===== config.mk =====
export PLATFORM = sky130hd
export DESIGN_NAME = capa_fisica
export DESIGN_NICKNAME = d
export VERILOG_FILES = /design/src/rtl/capa_fisica.sv
export SDC_FILE = /design/constraint.sdc
export NUM_CORES = 1
export LEC_CHECK = 0
export CORE_MARGIN = 2
export CORE_UTILIZATION = 43
export DETAILED_ROUTE_END_ITERATION = 12
export MAX_ROUTING_LAYER = met4
export PLACE_DENSITY = 0.67
export REMOVE_ABC_BUFFERS = 1
export SLEW_MARGIN = 20
export SYNTH_ARGS = -nofsm -noshare
export SYNTH_HDL_FRONTEND = slang
export SYNTH_SLANG_ARGS = --single-unit

===== constraint.sdc =====
create_clock -name sd_clock -period 2.9 [get_ports sd_clock]
set_clock_uncertainty 0.15 [all_clocks]
set_input_delay 0.29 -clock sd_clock [delete_from_list [all_inputs] [get_ports sd_clock]]
set_output_delay 0.29 -clock sd_clock [all_outputs]
set_load 0.03 [all_outputs]

===== src/rtl/capa_fisica.sv =====
// capa_fisica: command-line PHY; serialises a 48-bit command frame and captures a 15-bit response or times out.
// Define CMD_CRC7_EN to generate the CRC7 field; without it the CRC bits go out as zeros.
module capa_fisica (
  input  logic        sd_clock,
  input  logic        reset,
  input  logic        strobe_in,
  input  logic        ack_in,
  input  logic        idle_in,
  input  logic [39:0] cmd_to_send,
  input  logic        no_response,
  input  logic        cmd_pin_in,
  output logic        ack_out,
  output logic        strobe_out,
  output logic [14:0] response,
  output logic        command_timeout,
  output logic        cmd_pin_out
);

  typedef enum logic [2:0] {IDLE, SEND, WAIT_RESP, RECEIVE, DONE} state_t;

  state_t      state;
  logic [46:0] frame_sr;
  logic [5:0]  cnt;
  logic        nr_q;
  logic [6:0]  crc_field;
  logic [47:0] frame_next;

`ifdef CMD_CRC7_EN
  function automatic logic [6:0] crc7(input logic [39:0] d);
    logic [6:0] c;
    logic       fb;
    c = '0;
    for (int i = 39; i >= 0; i--) begin
      fb = d[i] ^ c[6];
      c  = {c[5:0], 1'b0};
      if (fb) c = c ^ 7'h09;
    end
    return c;
  endfunction

  assign crc_field = crc7(cmd_to_send);
`else
  assign crc_field = 7'd0;
`endif

  assign frame_next = {cmd_to_send, crc_field, 1'b1};

  always_ff @(posedge sd_clock) begin
    if (!reset) begin
      state           <= IDLE;
      frame_sr        <= '0;
      cnt             <= '0;
      nr_q            <= 1'b0;
      ack_out         <= 1'b0;
      strobe_out      <= 1'b0;
      response        <= '0;
      command_timeout <= 1'b0;
      cmd_pin_out     <= 1'b1;
    end else if (idle_in) begin
      state           <= IDLE;
      cnt             <= '0;
      ack_out         <= 1'b0;
      strobe_out      <= 1'b0;
      command_timeout <= 1'b0;
      cmd_pin_out     <= 1'b1;
    end else begin
      ack_out <= 1'b0;
      case (state)
        IDLE: begin
          if (strobe_in) begin
            // First frame bit is launched together with the accept so SEND lasts exactly 48 cycles.
            frame_sr    <= frame_next[46:0];
            cmd_pin_out <= frame_next[47];
            nr_q        <= no_response;
            ack_out     <= 1'b1;
            cnt         <= '0;
            state       <= SEND;
          end
        end
        SEND: begin
          if (cnt == 6'd47) begin
            cnt         <= '0;
            cmd_pin_out <= 1'b1;
            if (nr_q) begin
              response   <= '0;
              strobe_out <= 1'b1;
              state      <= DONE;
            end else begin
              state <= WAIT_RESP;
            end
          end else begin
            cnt         <= cnt + 6'd1;
            cmd_pin_out <= frame_sr[46];
            frame_sr    <= {frame_sr[45:0], 1'b1};
          end
        end
        WAIT_RESP: begin
          if (!cmd_pin_in) begin
            cnt   <= '0;
            state <= RECEIVE;
          end else if (cnt == 6'd63) begin
            cnt             <= '0;
            response        <= '0;
            command_timeout <= 1'b1;
            strobe_out      <= 1'b1;
            state           <= DONE;
          end else begin
            cnt <= cnt + 6'd1;
          end
        end
        RECEIVE: begin
          response <= {response[13:0], cmd_pin_in};
          if (cnt == 6'd14) begin
            cnt        <= '0;
            strobe_out <= 1'b1;
            state      <= DONE;
          end else begin
            cnt <= cnt + 6'd1;
          end
        end
        DONE: begin
          if (ack_in) begin
            strobe_out      <= 1'b0;
            command_timeout <= 1'b0;
            state           <= IDLE;
          end
        end
        default: state <= IDLE;
      endcase
    end
  end

endmodule


==> qor.csv, run 1 <==
stage,metric,value,unit
detailed_routing,final WL,8780,um
placed_design,port bufs,65,
clocking,H-tree Lvls,3,
logic_synthesis,Async SR Flop Fraction,0,
sta,worst-margin pin slew,0.690,ns
logic_synthesis,Cells after Synth,438,
detailed_routing,drt first pass iters,4,
critical_path,crit path cell chain,nor3_2 > or4_1 > nor2_2 > buf_4 > o211a_1,
power,Total Power,2.23,mW
sta,Final Max Tran Viols,0,
clocking,clk slew on worst S/H paths,0.08,ns
logic_synthesis,ys flop type,dfxtp_1,
global_route,initial antenna violation count,0,
job,Max-cap violations,0,
detailed_routing,Metal-1 WL,4270,um
floorplanning,row count,33,
cells_and_area,Antenna Cells,0,
critical_path,Crit path max-delay family,simple AND/OR/NAND/NOR gates,
critical_path,slowest CP cell,dfxtp_1,
clocking,clock tree root buffer cell,clkbuf_8,
floorplanning,core region area,8300,um^2
cells_and_area,fraction of layout cells with a size suffix above 1,0.0742,
clocking,Post-CTS Resized,0,
cells_and_area,P&R area growth vs syn,23.2,%
floorplanning,IO Pins,66,
logic_synthesis,Post-Syn Area,3730,um^2
clocking,CTS tree,done,
cells_and_area,"Net count, final",529,
floorplanning,die area,9440,um^2
sta,Tmin final,2.35,ns
floorplanning,Die Wd,97.2,um
critical_path,critical path capture point type,register,
critical_path,critical path buffer and inverter count,1,
worst_hold_path,Hold Crit Start,reset,
global_route,first-pass GRT wire length,14800,um
critical_path,critical-path maximum fanout,27,
sta,worst hold margin,0.175,ns
sta,Max transition margin,0.540,
logic_synthesis,"EDFF count, synth",0,
detailed_routing,ANT nets after route,0,
floorplanning,Initial Util,0.450,
clocking,"Hold-fix buffers, CTS",0,
critical_path,worst r2r dst,frame_sr[18],
cells_and_area,utilization after layout,0.554,
power,Lkg Pwr,1.97,nW
cells_and_area,post-route insts no fill,590,
detailed_routing,DRT iter0 DRCs,171,
logic_synthesis,Yosys Warn Count,0,
global_route,vias in the first global route,3165,
clocking,Post-CTS Setup Repair Bufs,0,
critical_path,crit path DAT,2.48,ns
detailed_routing,routed wl met3,277,um
critical_path,startpoint types,register,
worst_hold_path,worst min-delay path class,input port to register,
detailed_routing,DR WL/cell,14.9,um
sta,endpoints failing hold,0,
critical_path,WP data required,3.04,ns
sta,TNS Setup,0,ns
sta,fin crit share,0.809,
detailed_routing,via count,3350,
clocking,Worst-Skew Late Latency,0.35,ns
clocking,Num CTS Buffers,9,
floorplanning,Die Y,97.2,um
critical_path,r2r startpoint,state[0],
logic_synthesis,Synth Area per Inst,8.52,um^2
logic_synthesis,sequential fraction of the synthesis area,0.408,
detailed_routing,Vias/cell,5.68,
sta,final setup fails,0,
detailed_routing,highest metal used,met4,
global_route,GRT Util Overall,0.191,
critical_path,Worst R2R Setup Slack,0.55,ns
critical_path,Register-to-Register Path Depth,5,
detailed_routing,DRC,0,
logic_synthesis,Netlist cell types,48,
sta,Fmax,0.426,GHz
worst_hold_path,Hold EP,response[9],
logic_synthesis,register bit total from synthesis,76,
status,outcome,completed,
clocking,Clock Path Buffers,2,
global_route,pin count of the biggest net entering global routing,67,
placed_design,RD Place Congestion,0.866,
critical_path,CP Class,register to register,
placed_design,Inst Count DP,574,
detailed_routing,DR WL met2,4120,um
power,maximum vdd ir drop,0.301,mV
global_route,total gr overflow,0,
critical_path,largest stage delay on the critical path,0.69,ns
placed_design,Detailed Place HPWL,5540,um
sta,RSZ-0062 raised after global routing,no,
cells_and_area,FILL cells,776,
clocking,clk sink count,76,
power,power per cell area,485,nW/um^2
worst_hold_path,Worst Hold Depth,3,
synthesized netlist by cell type, types with 5 or more instances:
library cell / number / area share
nand2_1: 102 / 0.10
dfxtp_1: 76 / 0.41
nand4_1: 49 / 0.082
o211a_1: 39 / 0.10
clkbuf_1: 29 / 0.029
mux2i_1: 19 / 0.051
nand3_1: 16 / 0.021
buf_2: 13 / 0.017
o21ai_0: 11 / 0.015
nor2_1: 9 / 0.0090
a21boi_0: 6 / 0.012
a21oi_1: 6 / 0.0080
a31oi_1: 5 / 0.0084
nor4_1: 5 / 0.0084
through the flow:
stage,worst slack [ns],cell area (um^2)
finish,0.554,4600
global route,0.436,4600
CTS,0.583,4600
detailed placement,0.551,4400
global placement,0.580,4400
floorplan,-1.33,3530
how the worst max path moves through the flow:
stage / slack, ns / to / startpoint / cells after the start
floorplan: -1.33 / response[0] / state[0] / 4
global placement: 0.58 / frame_sr[22] / strobe_in / 6
detailed placement: 0.55 / frame_sr[18] / strobe_in / 6
CTS: 0.58 / frame_sr[18] / state[0] / 5
global route: 0.44 / frame_sr[18] / state[0] / 5
finish: 0.55 / frame_sr[18] / state[0] / 5
worst register-to-register path: stages (launching register included):
cell and delay (ns):
dfxtp_1 0.69, nor3_2 0.21, or4_1 0.58, nor2_2 0.16, buf_4 0.32, o211a_1 0.19
placed cells by master (no fill, tap or decap), types with 2 or more instances in the layout:
master             n
nor2b_1            4
nor4_1             5
dfxtp_1           76
nand2b_1           2
clkdlybuf4s50_1   64
a21boi_0           6
a31oi_1            5
nand4_1           49
clkbuf_8          11
a21boi_1           3
o211a_1           39
nor2_1             9
clkinv_2           2
ha_1               2
nor3_1             3
nand3_1           16
a21oi_1            6
nand2_1          102
nor4_4             2
o21a_1             4
mux2i_1           19
o21ai_0           11
nor3b_2            2
inv_1              3
buf_4             11
or3_1              2
or4bb_1            2
report_power, final:
part	internal [mW]	switching [mW]
registers	1.09	0.0293
logic	0.139	0.144
clock network	0.442	0.381
total	1.68	0.554
routing by layer:
layer	vias to the layer above	global-route usage
met1	1599	0.241
met2	58	0.306
met5	-	-
met3	13	0.0489
met4	0	0.0509
li1	1680	-
cell type report:
| type | instances | area [um^2] | area share |
|---|---|---|---|
| Multi-Input combinational cell | 314 | 2010 | 0.436 |
| Sequential cell | 76 | 1520 | 0.331 |
| Timing Repair Buffer | 76 | 728 | 0.158 |
| Clock buffer | 12 | 155 | 0.0337 |
| Tap cell | 105 | 131 | 0.0286 |
| Clock inverter | 4 | 47.5 | 0.0103 |
| Inverter | 3 | 11.3 | 0.00245 |
sequential cells by signal (all words and copies together) (netlist names):
signal           count
nr_q                 1
cmd_pin_out          1
strobe_out           1
ack_out              1
frame_sr            47
cnt                  6
command_timeout      1
state                3
response            15
cells by family after synthesis:
family / after synthesis / share of synthesized area
simple gates: 211 / 0.292
compound gates: 82 / 0.186
flops: 76 / 0.408
buf+inv: 48 / 0.0566
mux: 19 / 0.0509
fa+ha+maj: 2 / 0.00670
No activity file was read; power rests on OpenSTA's default activity.
==> run 2, diff against run 1 <==
Clock period 2.9 ns to 2.4 ns, I/O delays scaled along.
==> run 2 against run 1 <==
  * Sequential share of layout area shrank 0.76 points
  * Final cell count grew 1.0%
  * Maximum frequency rose by 6.7%
  * Highest routed layer unchanged
==> qor.csv, run 2 (synthesis results as in run 1) <==
stage,metric,value,unit,change
status,outcome,completed,,
power,P_int,2.09,mW,+24%
clocking,H-tree Lvls,3,,unchanged
floorplanning,Die Y,97.2,um,unchanged
placed_design,port bufs,65,,unchanged
detailed_routing,DR WL/cell,14.9,um,about the same
floorplanning,IO Pins,66,,unchanged
sta,Fmax,0.455,GHz,+6.7%
critical_path,startpoint types,register,,
power,clock share of power,0.385,,+0.016
clocking,"Hold-fix buffers, CTS",0,,unchanged
sta,endpoints failing hold,0,,unchanged
critical_path,crit path DAT,2.32,ns,-0.16 ns
cells_and_area,biggest regs,"frame_sr (47), response (15), cnt (6)",,
global_route,GRT Util Overall,0.196,,+0.00499
sta,worst-margin pin slew,0.738,ns,+0.0482 ns
cells_and_area,FILL cells,748,,-3.6%
sta,final setup fails,0,,unchanged
clocking,clk sink count,76,,unchanged
global_route,initial antenna violation count,0,,unchanged
detailed_routing,drt first pass iters,4,,unchanged
power,power per cell area,589,nW/um^2,+22%
floorplanning,row count,33,,unchanged
power,register share of total power,0.489,,-0.015
critical_path,critical path capture point type,register,,
critical_path,worst r2r dst,response[12],,
clocking,Num CTS Buffers,9,,unchanged
cells_and_area,most frequent cells in the layout,"102 x nand2_1, 76 x dfxtp_1, 64 x clkdlybuf4s50_1, 49 x nand4_1, 39 x o211a_1",,
worst_hold_path,Worst Hold Depth,3,,unchanged
cells_and_area,"commonest non-fill, non-tap cell in the layout",nand2_1,,
clocking,Clock Path Buffers,2,,unchanged
detailed_routing,via count,3382,,+0.96%
cells_and_area,Biggest register,frame_sr,,
detailed_routing,DRT iter0 DRCs,189,,+11%
sta,RSZ-0062 raised after global routing,no,,
clocking,Post-CTS Setup Repair Bufs,0,,unchanged
clocking,Post-CTS Resized,0,,unchanged
worst_hold_path,worst min-delay path class,input port to register,,
critical_path,r2r startpoint,cnt[1],,
clocking,CTS tree,done,,
critical_path,Worst R2R Setup Slack,0.20,ns,-0.35 ns
detailed_routing,DRC,0,,unchanged
critical_path,CP Class,register to register,,
cells_and_area,Antenna Cells,0,,unchanged
placed_design,Detailed Place HPWL,5580,um,+0.76%
global_route,first-pass GRT wire length,15300,um,+3.0%
critical_path,critical-path maximum fanout,15,,-44%
global_route,vias in the first global route,3246,,+2.6%
global_route,pin count of the biggest net entering global routing,79,,+18%
worst_hold_path,Hold Crit Start,reset,,
placed_design,RD Place Congestion,0.907,,+4.8%
floorplanning,die area,9440,um^2,unchanged
sta,Max transition margin,0.508,,-0.0315
power,Lkg Pwr,2.02,nW,+2.4%
detailed_routing,final WL,8870,um,+0.99%
detailed_routing,Vias/cell,5.67,,about the same
clocking,clock tree root buffer cell,clkbuf_8,,
critical_path,WP data required,2.52,ns,-0.52 ns
detailed_routing,ANT nets after route,0,,unchanged
cells_and_area,Largest register FFs,47,,unchanged
global_route,total gr overflow,0,,unchanged
clocking,Worst-Skew Late Latency,0.35,ns,about the same
cells_and_area,area of the multi-input gates,2010,um^2,unchanged
worst_hold_path,Hold EP,state[2],,
sta,Final Max Tran Viols,0,,unchanged
cells_and_area,post-route insts no fill,596,,+1.0%
power,sw frac,0.249,,+0.000350
sta,fin crit share,0.916,,+0.107
cells_and_area,fraction of layout cells with a size suffix above 1,0.0855,,+0.0113
floorplanning,Initial Util,0.450,,unchanged
cells_and_area,"Net count, final",535,,+1.1%
cells_and_area,register area,1520,um^2,unchanged
power,Total Power,2.78,mW,+25%
floorplanning,Die Wd,97.2,um,unchanged
job,Max-cap violations,0,,unchanged
power,Comb power frac,0.127,,about the same
placed_design,Inst Count DP,580,,+1.0%
clocking,clk slew on worst S/H paths,0.08,ns,about the same
power,maximum vdd ir drop,0.338,mV,+12%
sta,Tmin final,2.20,ns,-0.147 ns
power,switching pwr,0.691,mW,+25%
cells_and_area,P&R area growth vs syn,26.1,%,
floorplanning,core region area,8300,um^2,unchanged
critical_path,Register-to-Register Path Depth,6,,+1
## run 2: final cells by class
cell class	count	area share
sequential	76	0.323
timing repair buffer	82	0.175
inverter	3	0.00239
clock buffer	10	0.0271
tap	105	0.0279
multi-input combinational	314	0.426
clock inverter	6	0.0189
## run 2: worst max-delay path, stage by stage (launching register included)
cell,delay [ns]
dfxtp_1,0.39
ha_1,0.33
nand4_1,0.19
o21a_1,0.31
nor4_4,0.33
buf_12,0.20
mux2i_1,0.21
## run 2: power by group through the flow
stage          clock network, mW  logic [mW]  registers (mW)
6_report                    1.07       0.352            1.36
5_1_grt                     1.15       0.388            1.37
4_1_cts                     1.09       0.354            1.36
3_5_place_dp                   0       0.353            1.39
3_3_place_gp                   0       0.349            1.38
2_1_floorplan                  0       0.179            1.38
## run 2: worst max path at each step
stage | from | to | slack (ns)
2_1_floorplan | state[0] | response[0] | -1.83
3_3_place_gp | cnt[1] | response[8] | 0.33
3_5_place_dp | cnt[1] | response[12] | 0.25
4_1_cts | cnt[1] | response[12] | 0.21
5_1_grt | cnt[1] | response[12] | 0.09
6_report | cnt[1] | response[12] | 0.20
## run 2: per-layer routing
layer	up-vias	GRT usage	share of wire
met4	0	0.0596	0.014
met3	9	0.0374	0.041
met2	82	0.306	0.47
li1	1693	-	-
met1	1598	0.259	0.48
met5	-	-	0
## run 2: stage by stage
stage | instance area (um^2) | util | setup slack (ns) | hold slack (ns) | TNS [ns]
after CTS | 4710 | 0.567 | 0.213 | 0.205 | 0
after global routing | 4710 | 0.567 | 0.0859 | 0.219 | 0
after floorplan | 3530 | - | -1.83 | 0.208 | -106.72
after detailed placement | 4490 | 0.541 | 0.251 | 0.303 | 0
final | 4710 | 0.567 | 0.200 | 0.220 | 0
after global placement | 4490 | 0.541 | 0.327 | 0.298 | 0
